<file path="src/rtl/sprite_pkg.sv">
// Shared definitions for the sprite path: position width, FSM encoding and the
// per-axis bounce function used by sprite_mover.
package sprite_pkg;

    localparam int POS_W    = 10;
    localparam int WD_W     = 22;
    localparam int H_ACTIVE = 640;
    localparam int V_ACTIVE = 480;

    typedef enum logic [1:0] {
        ST_IDLE  = 2'd0,
        ST_RUN   = 2'd1,
        ST_ARMED = 2'd2
    } state_t;

    typedef struct packed {
        logic [POS_W-1:0] pos;
        logic             dir;
        logic             hit;
    } axis_t;

    // One axis move; arithmetic is one bit wider than the position so it cannot wrap.
    function automatic axis_t axis_step(input logic [POS_W-1:0] pos,
                                        input logic             dir,
                                        input logic [POS_W:0]   lim,
                                        input logic [POS_W:0]   stp);
        axis_t            res;
        logic [POS_W:0]   wide;
        logic [POS_W:0]   sum;
        logic [POS_W:0]   diff;
        wide     = {1'b0, pos};
        sum      = wide + stp;
        diff     = wide - stp;
        res.pos  = pos;
        res.dir  = dir;
        res.hit  = 1'b0;
        if (dir) begin
            if (sum >= lim) begin
                res.pos = lim[POS_W-1:0];
                res.dir = 1'b0;
                res.hit = 1'b1;
            end else begin
                res.pos = sum[POS_W-1:0];
            end
        end else begin
            if (wide <= stp) begin
                res.pos = '0;
                res.dir = 1'b1;
                res.hit = 1'b1;
            end else begin
                res.pos = diff[POS_W-1:0];
            end
        end
        return res;
    endfunction

endpackage

</file>
<file path="src/rtl/tick_watchdog.sv">
// Saturating cycle counter with a sticky flag, raised when the tick stream
// has been absent for TIMEOUT cycles while the mover is active.
module tick_watchdog
    import sprite_pkg::*;
#(
    parameter int TIMEOUT = 3_400_000
) (
    input  logic clk,
    input  logic reset,
    input  logic i_clear,
    output logic o_tick_lost
);

    localparam logic [WD_W-1:0] LIMIT = TIMEOUT[WD_W-1:0];

    logic [WD_W-1:0] r_cnt;
    logic            r_lost;

    always_ff @(posedge clk) begin
        if (reset) begin
            r_cnt  <= '0;
            r_lost <= 1'b0;
        end else begin
            if (i_clear) begin
                r_cnt <= '0;
            end else if (r_cnt != {WD_W{1'b1}}) begin
                r_cnt <= r_cnt + 1'b1;
            end
            // The flag survives counter clears; only reset removes it.
            if (r_cnt >= LIMIT) begin
                r_lost <= 1'b1;
            end
        end
    end

    assign o_tick_lost = r_lost;

endmodule

</file>
<file path="src/rtl/sprite_mover.sv">
// Advances a sprite's top-left corner on qualified frame ticks and bounces it
// off the active-area edges. Optional watchdog: SPRITE_MOVER_TICK_WATCHDOG_EN.
module sprite_mover
    import sprite_pkg::*;
#(
    parameter int H_ACTIVE     = sprite_pkg::H_ACTIVE,
    parameter int V_ACTIVE     = sprite_pkg::V_ACTIVE,
    parameter int SPR_W        = 16,
    parameter int SPR_H        = 16,
    parameter int STEP         = 2,
    parameter int X_INIT       = 0,
    parameter int Y_INIT       = 0,
    parameter int TICK_TIMEOUT = 3_400_000
) (
    input  logic             clk,
    input  logic             reset,
    input  logic             tick,
    input  logic             run,
    input  logic             step,
    output logic [POS_W-1:0] x_pos,
    output logic [POS_W-1:0] y_pos,
    output logic             dir_x,
    output logic             dir_y,
    output logic             bounce,
    output logic             tick_lost
);

    localparam int XMAX_I = H_ACTIVE - SPR_W;
    localparam int YMAX_I = V_ACTIVE - SPR_H;
    localparam logic [POS_W:0]   XMAX  = XMAX_I[POS_W:0];
    localparam logic [POS_W:0]   YMAX  = YMAX_I[POS_W:0];
    localparam logic [POS_W:0]   STP   = STEP[POS_W:0];
    localparam logic [POS_W-1:0] X_RST = X_INIT[POS_W-1:0];
    localparam logic [POS_W-1:0] Y_RST = Y_INIT[POS_W-1:0];

    state_t           r_state;
    state_t           w_state_next;
    logic             w_move;
    axis_t            w_ax;
    axis_t            w_ay;
    logic [POS_W-1:0] r_x;
    logic [POS_W-1:0] r_y;
    logic             r_dir_x;
    logic             r_dir_y;
    logic             r_bounce;

    always_ff @(posedge clk) begin
        if (reset) begin
            r_state <= ST_IDLE;
        end else begin
            r_state <= w_state_next;
        end
    end

    // Move qualification uses the current state, so a tick alongside run rising is ignored.
    always_comb begin
        w_state_next = r_state;
        w_move       = 1'b0;
        case (r_state)
            ST_IDLE: begin
                if (run) begin
                    w_state_next = ST_RUN;
                end else if (step) begin
                    w_state_next = ST_ARMED;
                end
            end
            ST_RUN: begin
                w_move = tick;
                if (!run) begin
                    w_state_next = ST_IDLE;
                end
            end
            ST_ARMED: begin
                w_move = tick;
                if (tick) begin
                    w_state_next = ST_IDLE;
                end else if (run) begin
                    w_state_next = ST_RUN;
                end
            end
            default: begin
                w_state_next = ST_IDLE;
            end
        endcase
    end

    assign w_ax = axis_step(r_x, r_dir_x, XMAX, STP);
    assign w_ay = axis_step(r_y, r_dir_y, YMAX, STP);

    always_ff @(posedge clk) begin
        if (reset) begin
            r_x      <= X_RST;
            r_y      <= Y_RST;
            r_dir_x  <= 1'b1;
            r_dir_y  <= 1'b1;
            r_bounce <= 1'b0;
        end else if (w_move) begin
            r_x      <= w_ax.pos;
            r_y      <= w_ay.pos;
            r_dir_x  <= w_ax.dir;
            r_dir_y  <= w_ay.dir;
            r_bounce <= w_ax.hit | w_ay.hit;
        end else begin
            r_bounce <= 1'b0;
        end
    end

    assign x_pos  = r_x;
    assign y_pos  = r_y;
    assign dir_x  = r_dir_x;
    assign dir_y  = r_dir_y;
    assign bounce = r_bounce;

`ifdef SPRITE_MOVER_TICK_WATCHDOG_EN
    logic w_wd_clear;
    assign w_wd_clear = tick | (r_state == ST_IDLE);

    tick_watchdog #(
        .TIMEOUT (TICK_TIMEOUT)
    ) u_tick_watchdog (
        .clk         (clk),
        .reset       (reset),
        .i_clear     (w_wd_clear),
        .o_tick_lost (tick_lost)
    );
`else
    assign tick_lost = 1'b0;
`endif

endmodule
</file>
<file path="config.mk">
export PLATFORM = sky130hd
export DESIGN_NAME = sprite_mover
export DESIGN_NICKNAME = d
export VERILOG_FILES = /design/src/rtl/sprite_pkg.sv /design/src/rtl/tick_watchdog.sv /design/src/rtl/sprite_mover.sv
export SDC_FILE = /design/constraint.sdc
export NUM_CORES = 1
export LEC_CHECK = 0
export ABC_CLOCK_PERIOD_IN_PS = 2100
export CAP_MARGIN = 20
export CORE_ASPECT_RATIO = 1.25
export CORE_MARGIN = 2
export CORE_UTILIZATION = 55
export CTS_CLUSTER_SIZE = 14
export DETAILED_ROUTE_END_ITERATION = 8
export PLACE_DENSITY = 0.81
export SYNTH_ARGS = -nofsm -noshare
export SYNTH_HDL_FRONTEND = slang
export SYNTH_SLANG_ARGS = --single-unit
</file>
<file path="constraint.sdc">
create_clock -name clk -period 2.1 [get_ports clk]
set_input_delay 0.42 -clock clk [delete_from_list [all_inputs] [get_ports clk]]
set_output_delay 0.42 -clock clk [all_outputs]
set_load 0.01 [all_outputs]
</file>
# Word-level counts from Yosys, hierarchy flattened
# Cells that the tools add are included.
# Widths: inputs -> output; s select.
[classes] add_sub_neg=4 magnitude_cmp=4 eq_ne=5 n_mux=17 bitwise_logic=2 reduce_logical=4
[ops] operator="$mux 10" n=4
[ops] operator="$mux 12" n=2
[ops] operator="$add 10x2->11 const B" n=2
[ops] operator="$le 10x2->1 const B" n=2
[ops] operator="$sub 10x2->10 const B" n=2
[ops] operator="$mux 2" n=9
[ops] operator="$ge 11x10->1 const B" n=1
[ops] operator="$ge 11x9->1 const B" n=1
[ops] operator="$ne 3x3->1 const B" n=2
[ops] operator="$pmux 2 s3" n=1
[ops] operator="$reduce_or 2->1" n=2
[ops] operator="$reduce_and 3->1" n=1
[ops] operator="$eq 2x1->1 const B" n=1
[ops] operator="$eq 2x2->1 const B" n=1
[ops] operator="$logic_not 2->1" n=1
[ops] operator="$ne 2x2->1 const B" n=1
[ops] operator="$mux 1" n=1
[ops] operator="$not 1->1" n=1
[ops] operator="$or 1x1->1" n=1
[totals] register_bits=25 input_bits=5 elab_cells=42

# Logic depth before layout (Yosys ltp)
[logic_depth] word_depth=5 depth_mapped=10

# Least setup slack after synthesis
# Ideal clock, no wire load.
[synth_path] kind="register -> register" startpoint="register r_x[1] (netlist: x_pos[1])" endpoint="register r_x[6] (netlist: x_pos[6])" setup_time_ns=0.122 arrival_time_ns=1.934 t_required_ns=1.978 path_slack_ns=0.044 stages_incl_launch_ff=8 synth_period_minus_slack_ns=2.056 cell_sequence="dfxtp_1 buf_2 and2_1 nand3b_1 a221o_1 a21oi_1 o21ai_1 a221o_1"
[synth_between] elab_chain_len=4 word_cells_on_any_way=7
[synth_rtl] item="start: declaration" line="sprite_mover.sv:41" text="logic [POS_W-1:0] r_x;"
[synth_rtl] item="start signal: assignment" line="sprite_mover.sv:98" text="r_x <= w_ax.pos;"
[synth_rtl] item="$add 10x2->11" line="sprite_pkg.sv:32" text="sum = wide + stp;"
[synth_rtl] item="$ge 11x10->1" line="sprite_pkg.sv:38" text="if (sum >= lim) begin"
[synth_rtl] item="$mux 10" line="sprite_pkg.sv:38"
[synth_rtl] item="$mux 12 *" line="sprite_pkg.sv:37" text="if (dir) begin"
# Mark *: on every way between the ends. The rest lies on a longest branch, timed or not.
# A chain may end at the register's enable or synchronous reset.

# Final worst setup path
[layout_path] startpoint="register r_y[2] (netlist: y_pos[2])" endpoint="register r_y[8] (netlist: y_pos[8])"
[layout_between] elab_chain_len=4 word_cells_on_any_way=7
[layout_rtl] item="start: declaration" line="sprite_mover.sv:42" text="logic [POS_W-1:0] r_y;"
[layout_rtl] item="start signal: assignment" line="sprite_mover.sv:99" text="r_y <= w_ay.pos;"
[layout_rtl] item="$add 10x2->11" line="sprite_pkg.sv:32"
[layout_rtl] item="$ge 11x9->1" line="sprite_pkg.sv:38"
[layout_rtl] item="$mux 10" line="sprite_pkg.sv:38"
[layout_rtl] item="$mux 12 *" line="sprite_pkg.sv:37"
# Marks and branches as above.

==> qor.tcl <==
set qor(run_status) {complete, no violations}
set qor(synthesis.instances) 264
set qor(post-route-drc-count) 0
set qor(synthTopCellsByCount) {sky130_fd_sc_hd__nand2_1, sky130_fd_sc_hd__dfxtp_1, sky130_fd_sc_hd__nor2_1}
set qor(routed-via-count) 2185
set qor(drive_gt1_frac) 0.196
set qor(timing.setup.critical_path_class) {reg -> reg}
set qor(starting_utilization_of_the_core_area) 0.571
set qor(synth_top_area_frac) 0.234
set qor(routed_wirelength_mm) 5.70
set qor(first_global_vias) 2177
set qor(cts_tree) {done}
set qor(ant_nets) 0
set qor(ys_top_cells_by_area) {sky130_fd_sc_hd__dfxtp_1, sky130_fd_sc_hd__ha_1, sky130_fd_sc_hd__nand2_1}
set qor(ys_warn_count) 0
set qor(maximum_clock_frequency_mhz) 494
set qor(clockRootBuffer) {sky130_fd_sc_hd__clkbuf_8}
set qor(areaGrowthSynthToFinish_pct) 28.5
set qor(synth_area_mm2) 0.00197
set qor(synth-async-reset-ratio) 0
set qor(post_synth.cell_area_avg_um2) 7.46
set qor(fin_crit_sh) 0.965
set qor(synth_top_cell_by_area) {sky130_fd_sc_hd__dfxtp_1}
set qor(grt_max_degree) 16
set qor(die_area_mm2) 0.00408
set qor(maxSlewViolCount) 0
set qor(post_synthesis_sequential_element_count) 23
set qor(global_route.overflow_total) 0
set qor(critPathMaxFanout) 4
set qor(cts_made_buffers) 3
set qor(clk_transition_reported_paths_ns) 0.09
set qor(gpl.final_weighted_congestion) 0.942
set qor(fin_tns_setup_ns) 0
set qor(yosysSeqAreaShare) 0.234
set qor(grt.total_usage) 0.290
set qor(cp-end-kind) {register}
set qor(final.setup_skew_ns) 0.00228
set qor(crit_arrival_ns) 2.18
set qor(drtPass1Iterations) 4
set qor(max_cap_viol_count) 0
set qor(numPortBuffers) 25
set qor(tritoncts_num_sinks) 23
set qor(nets) 326
set qor(pin_count) 29
set qor(dpl.hpwl_mm) 4.42
set qor(antenna_found_initial) 0
set qor(grt_pass1_wl_mm) 9.61
set qor(setup.worst_path.start_class) {register}
set qor(cellPowerDensity_mw_per_mm2) 390
set qor(rows) 24
set qor(worstSkewPairLatency_ns) 0.27
set qor(route.detailed.vias_per_inst) 6.24
set qor(setup-violations-final) 0
set qor(die_height_um) 70.9
set qor(grt_setup_unrepaired) {yes}
set qor(dpl_cell_area_mm2) 0.00245
set qor(drc_violation_total_after_the_first_tritonroute_iteration) 126
set qor(clk_path_buf_depth) 2
set qor(leakage_uw) 0.000928
set qor(coreArea_mm2) 0.00345
set qor(finalHoldViolations) 0
set qor(synthMostInstantiatedCell) {sky130_fd_sc_hd__nand2_1}
set qor(h-tree-depth) 1
set qor(synthDistinctLibCells) 60
set qor(finish.instance_area_mm2) 0.00253
set qor(irDropWorstVdd_mv) 0.298
set qor(antenna-diode-count) 0
set qor(wl_per_cell_um) 16.3
set qor(post_synth_edffs) 0
set qor(min-delay-path-class) {reg -> reg}
set qor(cp.required_ns) 2.26
set qor(min_period_ns) 2.03
set qor(synthFlopType) {sky130_fd_sc_hd__dfxtp_1}
set qor(floorplan.die.width_um) 57.5
path summary, 6_finish.rpt:
path	startpoint	end	slack, ns	depth (start not counted)
setup / recovery	y_pos[2]	y_pos[8]	0.07	8
hold / removal	r_state[0]	r_state[0]	0.55	1
hold reg to reg	r_state[0]	r_state[0]	0.55	1
setup reg to reg	y_pos[2]	y_pos[8]	0.07	8
metrics by stage:
stage	power, µW	worst slack [ns]	cells	util	hold slack [ns]
after floorplan	621	0.0444	266	-	0.499
after global placement	693	0.000543	345	0.709	0.519
after detailed placement	701	-0.00456	345	0.709	0.534
after CTS	987	0.0148	349	0.725	0.556
after global routing	1030	-0.0459	350	0.733	0.590
final	989	0.0741	350	0.733	0.554
layout by cell type, fill, tap and decap left out, drive strengths merged, types with 3 or more instances in the layout:
master,netlist,layout
or3,3,3
a32o,3,3
nor2,21,21
a21oi,13,13
o2bb2ai,4,4
o211ai,4,4
and2,3,3
inv,11,11
clkbuf,11,4
o21a,6,6
ha,9,9
a21boi,3,3
a211oi,4,4
nand2,26,26
xor2,3,3
clkdlybuf4s50,0,25
o21ai,19,19
buf,13,40
mux2,3,3
o311ai,3,3
conb,1,3
dfxtp,23,23
nand3,11,11
o22ai,3,3
xnor2,7,7
o221ai,3,3
nor3,14,14
logic make-up after synthesis:
group	Yosys count	share of synthesized area
other	1	0.00190
muxes	4	0.0222
adders and majority gates	9	0.0571
xor gates and xnor gates	10	0.0444
DFF	23	0.234
AOI/OAI and AO/OA	86	0.310
buffers and inverters	36	0.0838
and+or+nand+nor	95	0.246
what timing repair did:
| item | in CTS | in global routing |
|---|---|---|
| buffers inserted | 0 | 1 |
| setup endpoints to repair | 3 | 17 |
| hold buffers | 0 | 0 |
| pin swaps | 0 | 2 |
| gates resized for setup | 2 | 8 |
per-layer routing:
metal	share of wire	track usage
met1	0.40	0.322
met2	0.54	0.543
met3	0.035	0.0293
met4	0.034	0.127
met5	0	0
report_power, final:
| group | internal, µW | switching (µW) |
|---|---|---|
| clock network | 136 | 155 |
| logic | 106 | 133 |
| registers | 446 | 12.1 |
registers in the layout, indices dropped and copies added (netlist names):
signal   flops
r_state      2
y_pos        9
bounce       1
dir_x        1
dir_y        1
x_pos        9
cell type report:
class | count | area (µm²)
clock buffer | 4 | 45.0
fill | 279 | 921
inverter | 12 | 45.0
multi-input combinational | 207 | 1380
sequential | 23 | 464
tap | 39 | 48.8
timing repair buffer | 65 | 551
worst max-delay path, stage by stage (launching register included):
cell                       delay [ns]
sky130_fd_sc_hd__dfxtp_1         0.39
sky130_fd_sc_hd__ha_1            0.25
sky130_fd_sc_hd__nand3_1         0.21
sky130_fd_sc_hd__nor4b_2         0.35
sky130_fd_sc_hd__nand2_1         0.11
sky130_fd_sc_hd__a21boi_2        0.19
sky130_fd_sc_hd__buf_4           0.17
sky130_fd_sc_hd__o221ai_1        0.14
sky130_fd_sc_hd__nand3_1         0.09
Note: power is estimated with default switching activity, not from simulation.
